File: config.mk
export PLATFORM = sky130hd
export DESIGN_NAME = sram_rr_arbiter
export DESIGN_NICKNAME = d
export VERILOG_FILES = /design/src/rtl/sram_arb_pkg.sv /design/src/rtl/rr_pick.sv /design/src/rtl/sram_rr_arbiter.sv
export SDC_FILE = /design/constraint.sdc
export NUM_CORES = 1
export LEC_CHECK = 0
export ABC_CLOCK_PERIOD_IN_PS = 3800
export BUFFER_PORTS_ARGS = -buffer_cell sky130_fd_sc_hd__clkbuf_2
export CELL_PAD_IN_SITES_DETAIL_PLACEMENT = 1
export CELL_PAD_IN_SITES_GLOBAL_PLACEMENT = 1
export CORE_AREA = 2 2 150 152
export DETAILED_ROUTE_END_ITERATION = 8
export DIE_AREA = 0 0 152 154
export PLACE_DENSITY = 0.55
export SLEW_MARGIN = 20
export SYNTH_ARGS = -nofsm -noshare
export SYNTH_HDL_FRONTEND = slang
export SYNTH_SLANG_ARGS = --single-unit
File: constraint.sdc
create_clock -name clk_i -period 3.8 [get_ports clk_i]
set_input_delay 0.76 -clock clk_i [delete_from_list [all_inputs] [get_ports clk_i]]
set_output_delay 0.76 -clock clk_i [all_outputs]
set_load 0.02 [all_outputs]
File: src/rtl/sram_arb_pkg.sv
// Shared types and helpers for SRAM port arbiters.
package sram_arb_pkg;

  // Tag port field sized for the largest supported arbiter (8 ports).
  localparam int unsigned PW = 3;

  typedef struct packed {
    logic          valid;
    logic [PW-1:0] port;
  } read_tag_t;

  // Read latency of an sram_foo instance for a given output-register setting.
  function automatic int unsigned rl_of(input int unsigned out_regs);
    return 1 + out_regs;
  endfunction

endpackage

File: src/rtl/rr_pick.sv
// Pointer-rotated priority encoder: first asserted request at or above ptr_i, wrapping at N.
module rr_pick #(
  parameter int unsigned N  = 2,
  parameter int unsigned IW = 1
) (
  input  logic [N-1:0]  req_i,
  input  logic [IW-1:0] ptr_i,
  output logic [N-1:0]  gnt_o,
  output logic [IW-1:0] idx_o
);

  logic          found;
  int unsigned   cand;
  logic [IW-1:0] cand_idx;

  // Scan N candidates starting at ptr_i; wrap is explicit so non-power-of-two N works.
  always_comb begin
    gnt_o    = '0;
    idx_o    = '0;
    found    = 1'b0;
    cand     = 0;
    cand_idx = '0;
    for (int unsigned i = 0; i < N; i++) begin
      cand = 32'(ptr_i) + i;
      if (cand >= N) begin
        cand = cand - N;
      end
      cand_idx = IW'(cand);
      if (!found && req_i[cand_idx]) begin
        found           = 1'b1;
        gnt_o[cand_idx] = 1'b1;
        idx_o           = cand_idx;
      end
    end
  end

endmodule

File: src/rtl/sram_rr_arbiter.sv
// Round-robin arbiter sharing one single-port SRAM between NUM_PORTS requesters,
// routing read data back to the originating port after the SRAM read latency.
module sram_rr_arbiter
  import sram_arb_pkg::*;
#(
  parameter int unsigned  NUM_PORTS  = 2,
  parameter int unsigned  DATA_WIDTH = 64,
  parameter int unsigned  NUM_WORDS  = 1024,
  parameter int unsigned  OUT_REGS   = 0,
  localparam int unsigned AW         = $clog2(NUM_WORDS),
  localparam int unsigned BW         = (DATA_WIDTH + 7) / 8
) (
  input  logic                           clk_i,
  input  logic                           rst_ni,
  input  logic [NUM_PORTS-1:0]           req_i,
  input  logic [NUM_PORTS-1:0]           we_i,
  input  logic [NUM_PORTS*AW-1:0]        addr_i,
  input  logic [NUM_PORTS*DATA_WIDTH-1:0] wdata_i,
  input  logic [NUM_PORTS*BW-1:0]        be_i,
  output logic [NUM_PORTS-1:0]           gnt_o,
  output logic [NUM_PORTS-1:0]           rvalid_o,
  output logic [DATA_WIDTH-1:0]          rdata_o,
  output logic                           sram_req_o,
  output logic                           sram_we_o,
  output logic [AW-1:0]                  sram_addr_o,
  output logic [DATA_WIDTH-1:0]          sram_wdata_o,
  output logic [BW-1:0]                  sram_be_o,
  input  logic [DATA_WIDTH-1:0]          sram_rdata_i
);

  localparam int unsigned RL = rl_of(OUT_REGS);
  localparam int unsigned IW = (NUM_PORTS > 1) ? $clog2(NUM_PORTS) : 1;

  logic [IW-1:0]        ptr_q, ptr_d;
  logic [IW-1:0]        win_idx;
  logic [NUM_PORTS-1:0] pick_gnt;
  logic                 any_gnt;
  read_tag_t [RL-1:0]   tag_q, tag_d;
  read_tag_t            tail;

  rr_pick #(
    .N  (NUM_PORTS),
    .IW (IW)
  ) u_pick (
    .req_i (req_i),
    .ptr_i (ptr_q),
    .gnt_o (pick_gnt),
    .idx_o (win_idx)
  );

  // Grant and forward the winner; with no request win_idx is 0 so port 0 is muxed through.
  always_comb begin
    any_gnt      = rst_ni & (|req_i);
    gnt_o        = any_gnt ? pick_gnt : '0;
    sram_req_o   = any_gnt;
    sram_we_o    = we_i[win_idx];
    sram_addr_o  = addr_i[32'(win_idx)*AW +: AW];
    sram_wdata_o = wdata_i[32'(win_idx)*DATA_WIDTH +: DATA_WIDTH];
    sram_be_o    = be_i[32'(win_idx)*BW +: BW];
  end

  // Next pointer and read-tag shift; only granted reads enter the pipe.
  always_comb begin
    ptr_d = ptr_q;
    if (any_gnt) begin
      ptr_d = (32'(win_idx) == NUM_PORTS - 1) ? '0 : win_idx + IW'(1);
    end
    tag_d = tag_q;
    for (int unsigned s = 1; s < RL; s++) begin
      tag_d[s] = tag_q[s-1];
    end
    tag_d[0].valid = any_gnt & ~we_i[win_idx];
    tag_d[0].port  = PW'(win_idx);
  end

  // Pointer and tag pipeline state; reset discards in-flight reads.
  always_ff @(posedge clk_i or negedge rst_ni) begin
    if (!rst_ni) begin
      ptr_q <= '0;
      tag_q <= '0;
    end else begin
      ptr_q <= ptr_d;
      tag_q <= tag_d;
    end
  end

  assign tail = tag_q[RL-1];

  // Decode the tail tag into the one-hot read-valid; data bus is shared.
  always_comb begin
    rvalid_o = '0;
    for (int unsigned p = 0; p < NUM_PORTS; p++) begin
      rvalid_o[p] = tail.valid && (tail.port == PW'(p));
    end
    rdata_o = sram_rdata_i;
  end

endmodule

**Yosys cells after proc, flatten, opt, wreduce, memory -nomap -nowiden**

Cells that the tools add are included.

- Reduce and logical (&&, ||, !) cells: 8
- $add $sub $neg: 4
- Shift operators: 3
- Multipliers: 1
- $lt $le $gt $ge: 7
- Mux-type cells: 19
- Bitwise logic cells: 4

Operators with widths:

| kind | count |
|---|---|
| $shiftx 128x8->64 | 1 |
| $shiftx 20x6->10 | 1 |
| $shiftx 16x5->8 | 1 |
| $mux 1 | 14 |
| $lt 1x2->1 const B | 3 |
| $mux 2 | 3 |
| $logic_and 1x1->1 | 5 |
| $mul 1x3->4 const B | 1 |
| $logic_not 3->1 | 1 |
| $add 1x1->2 const B | 1 |
| $and 1x1->1 | 2 |
| $demux 1 s1 | 2 |
| $ge 1x1->1 const B | 2 |
| $ge 1x2->1 const B | 1 |
| $ge 2x2->1 const B | 1 |
| $or 2x2->2 | 1 |
| $reduce_or 2->1 | 1 |
| $sub 1x1->1 const B | 2 |
| $add 1x1->1 const B | 1 |
| $logic_not 1->1 | 1 |
| $not 1->1 | 1 |

- Bits of input ports: 234
- Flip-flop bits (word level): 3
- Output and inout bits: 152
- Word-level logic and storage cells: 49

**Longest topological paths before layout**

- Depth in word-level cells: 12
- Gate-level depth with buffers: 5
- Mapped depth without buffers: 3

**Modules after synthesis**

From an unflattened synthesis, not the netlist that was laid out.

- Cell total of the unflattened synthesis: 172
- Area, all modules: 1848.0 sq um

Modules (own cells, without submodules):

| module | sequential area each (sq um) | area an instance (sq um) | instances | cells each |
|---|---|---|---|---|
| sram_rr_arbiter | 75.1 | 1818.0 | 1 | 168 |
| rr_pick | 0.0 | 30.0 | 1 | 4 |

**Worst setup path before layout**

Ideal clock, no wire load.

- Kind: input port to output port
- Start point: in req_i[0]
- End point: out sram_addr_o[0]
- Setup slack: 1.484 ns
- Path buffers: 2
- Required time: 3.040 ns
- Arrival: 1.556 ns
- Stages: 5
- Path through: nand2b_1 -> nand2_2 -> buf_6 -> buf_6 -> mux2_4

- Word-level cells in the longest chain between the ends: 8
- Elaborated cells between the ends (all ways): 11
- Classes of those cells: mul: 1; shift: 1; mux: 7; reduce/logical: 2

RTL lines:

| item | line | RTL |
|---|---|---|
| from (decl) | sram_rr_arbiter.sv:15 | `input logic [NUM_PORTS-1:0] req_i,` |
| $mux 1 (not written as such) (2 in series) | rr_pick.sv:29 | `if (!found && req_i[cand_idx]) begin` |
| $mux 1 | rr_pick.sv:29 |  |
| $logic_not 1->1 | rr_pick.sv:29 |  |
| $logic_and 1x1->1 | rr_pick.sv:29 |  |
| $mux 1 * | rr_pick.sv:29 |  |
| $mul 1x3->4 * | sram_rr_arbiter.sv:57 | `sram_addr_o = addr_i[32'(win_idx)*AW +: AW];` |
| $shiftx 20x6->10 * | sram_rr_arbiter.sv:57 |  |
| to (decl) | sram_rr_arbiter.sv:25 | `output logic [AW-1:0] sram_addr_o,` |

Every way passes the cells marked *; elsewhere a longest branch is shown, timed or not. The select of a mux whose other input is x is not followed.

**Final worst setup path**

- Start point: in req_i[0]
- End point: out sram_wdata_o[47]

- Word-level cells in the longest chain between the ends: 7
- Elaborated cells between the ends (all ways): 10
- Classes of those cells: shift: 1; mux: 7; reduce/logical: 2

RTL lines:

| item | line | RTL |
|---|---|---|
| $mux 1 (not written as such) (2 in series) | rr_pick.sv:29 |  |
| $mux 1 | rr_pick.sv:29 |  |
| $logic_not 1->1 | rr_pick.sv:29 |  |
| $logic_and 1x1->1 | rr_pick.sv:29 |  |
| $mux 1 * | rr_pick.sv:29 |  |
| $shiftx 128x8->64 * | sram_rr_arbiter.sv:58 | `sram_wdata_o = wdata_i[32'(win_idx)*DATA_WIDTH +: DATA_WIDTH];` |
| to (decl) | sram_rr_arbiter.sv:26 | `output logic [DATA_WIDTH-1:0] sram_wdata_o,` |

Marked as above.

==> results_dict.tcl <==
set metrics [dict create \
    required_ps 3040 \
    pin_count 386 \
    grt_use_total_pct 6.15 \
    maxSlewViolCount 0 \
    port_buffers 257 \
    root_buffer "clkbuf_16" \
    path_clk_slew_ps 30 \
    synth_top_cell_area_share_pct 31.2 \
    synthesis.area_mm2 0.00178 \
    setup_viol_count_final 0 \
    synthAdderAreaFrac_pct 0 \
    die_w_um 152 \
    p_comb_share_pct 71.0 \
    wl_per_cell_um 12.5 \
    slew_headroom_pct 68.6 \
    finalCritPeriodShare_pct 77.6 \
    finalClockSkew_ps 2.24 \
    async_reset_ff_share_pct 100 \
    ys_dominant_reg_cell "dfrtp_1" \
    yosys.area_share.simple_pct 2.53 \
    grt_pass1_vias 2229 \
    floorplan.initialDensity_pct 8.22 \
    diodes 0 \
    startpoint_type "primary input" \
    irDropWorstVdd_v 0.0000960 \
    clock.fmax_mhz 339 \
    finalSetupTns_ps 0 \
    synth_edf_count 0 \
    hold_path.class "primary input to asynchronous set/reset pin" \
    crit_type "primary input to primary output" \
    yosysMostFrequentCell "buf_4" \
    maxCapViolCount 0 \
    p_int_mw 0.421 \
    synthXorXnorAreaFrac_pct 0 \
    finalPower_mw 0.710 \
    ys_seq_elements 3 \
    fin_nets 599 \
    die_y_um 154 \
    syn_area_per_cell_um2 10.2 \
    routed_wl_um 8030 \
    hold_ws_ps 354 \
    hpwl_um 7510 \
    critPathMaxFanout 29 \
    yosys_warnings 0 \
    grt_overflow 0 \
    first_iter_violations 48 \
    clkPwrFrac_pct 23.6 \
    power.switching_mw 0.289 \
    vias 2045 \
    syn_to_final_growth_pct 67.6 \
    drt_first_pass_iters 4 \
    grt_pass1_wl_um 11400 \
    htreeDepth 1 \
    power_density_mw_per_mm2 238 \
    fin_crit_ps 2950 \
    critPathArrivalTime_ps 2190 \
    power_frac_seq_pct 5.5 \
    cts_tree "built" \
    rows 54 \
    synth_area_leaders "mux2_4 31%, mux2_2 29%, buf_4 27%" \
    coreArea_mm2 0.0217 \
    synthMuxAreaShare_pct 60.3 \
    cts.path.max_buffers 2 \
    status "finished clean" \
    antenna_found_initial 1 \
    grt_max_degree 34 \
    cts_sinks 3 \
    die_area_mm2 0.0234 \
    cts_made_buffers 3 \
    gp_congestion 0.766 \
    synthCells 174 \
    viasPerCell 3.18 \
    rsz0062_at_grt "no" \
    syn_nets 408 \
    p_leak_nw 1.71 \
    final_layout_size_suffix_gt1_share_pct 95.1 \
    drc_errors 0 \
    synth.largest_area_cell "mux2_4" \
    cts_resized 0 \
    cts-hold-fix-buffers 0 \
    synthTopCellsByCount "64 x buf_4, 46 x mux2_2, 37 x mux2_4" \
    netSwitchingFraction_pct 40.7 \
    worstMarginPinSlew_ps 470 \
    synth_cell_types 17 \
    hold_viol 0 \
    antenna_left 0 \
    synth_top_family_by_area "multiplexers" \
    synth_compound_area_share_pct 1.12 \
    endpoint_kind "primary output" \
    clkLatencyLatePin_ps 220 \
    post_cts_buffers 0 \
    yosysSeqAreaShare_pct 4.21 \
    fillers 2676 \
]
[worst paths after layout]
path	start	end	cells after the start	slack, ps
setup / recovery	req_i[0]	sram_wdata_o[47]	6	850
hold / removal	rst_ni	ptr_q$_DFFE_PN0P_	1	350
hold reg to reg	ptr_q$_DFFE_PN0P_	ptr_q$_DFFE_PN0P_	1	510
setup reg to reg	ptr_q$_DFFE_PN0P_	tag_q[3]$_DFF_PN0_	3	2510
max in group asynchronous	rst_ni	tag_q[3]$_DFF_PN0_	1	3300
min in group clk_i	ptr_q$_DFFE_PN0P_	ptr_q$_DFFE_PN0P_	1	510
[metal layers]
metal  GRT usage (%)  wire length (µm)  up-vias  part of all wire, %
li1                -                 -      918                    -
met1            5.12              2450      900                   30
met2            12.9              4380      203                   55
met3            2.17               929       24                   12
met4            2.36               272        0                  3.4
met5               0                 0        -                    0
[stage by stage]
stage / cells / util [%] / cell area, µm² / setup slack [ps]
finish: 644 / 13.8 / 2990 / 851
global route: 644 / 13.8 / 2990 / 751
CTS: 644 / 13.8 / 2990 / 832
detailed placement: 640 / 13.4 / 2910 / 839
global placement: 640 / 13.4 / 2910 / 840
floorplan: 174 / - / 1780 / 1480
[cell usage in the layout, fill, tap and decap left out]
master,n
a21oi_1,1
a31oi_1,1
and2_1,1
buf_12,2
clkbuf_1,1
clkbuf_16,3
clkbuf_2,257
dfrtp_1,3
inv_1,3
mux2_2,46
mux2_4,37
nand2_1,1
nand2_4,1
nand2b_1,1
nand3_1,1
nor2_1,3
nor2b_1,1
o32ai_1,1
[sequential cells by signal, summed over array words and instances (netlist names)]
name   flops
tag_q      2
ptr_q      1
[worst max-delay path: stages]
cell and delay (ps):
clkbuf_2 110, nand2b_1 90, nand2_4 380, buf_12 280
mux2_2 360, clkbuf_2 160
[cell type report]
cell class / count / area, µm² / area share (%)
flip-flops and latches: 3 / 75.1 / 2.51
multi-input cells: 95 / 1140 / 38.3
clock buffers: 4 / 78.8 / 2.64
well taps: 280 / 350 / 11.7
inverters: 3 / 11.3 / 0.377
repair buffers: 259 / 1330 / 44.4
[power by group through the flow]
stage,sequential [mW],combinational [mW],clock (mW)
4_1_cts,0.0388,0.514,0.170
2_1_floorplan,0.0385,0.415,0
3_5_place_dp,0.0391,0.513,0
3_3_place_gp,0.0391,0.512,0
6_report,0.0389,0.504,0.167
5_1_grt,0.0393,0.538,0.174
[cells by family (layout without fill, tap and decap cells)]
logic type | after synthesis | count (layout)
multiplexers | 83 | 83
AND/OR/NAND/NOR | 9 | 9
buffers and inverters | 76 | 266
AO/OA/AOI/OAI | 3 | 3
flip-flops | 3 | 3
Power figures use the tool's default switching activity.
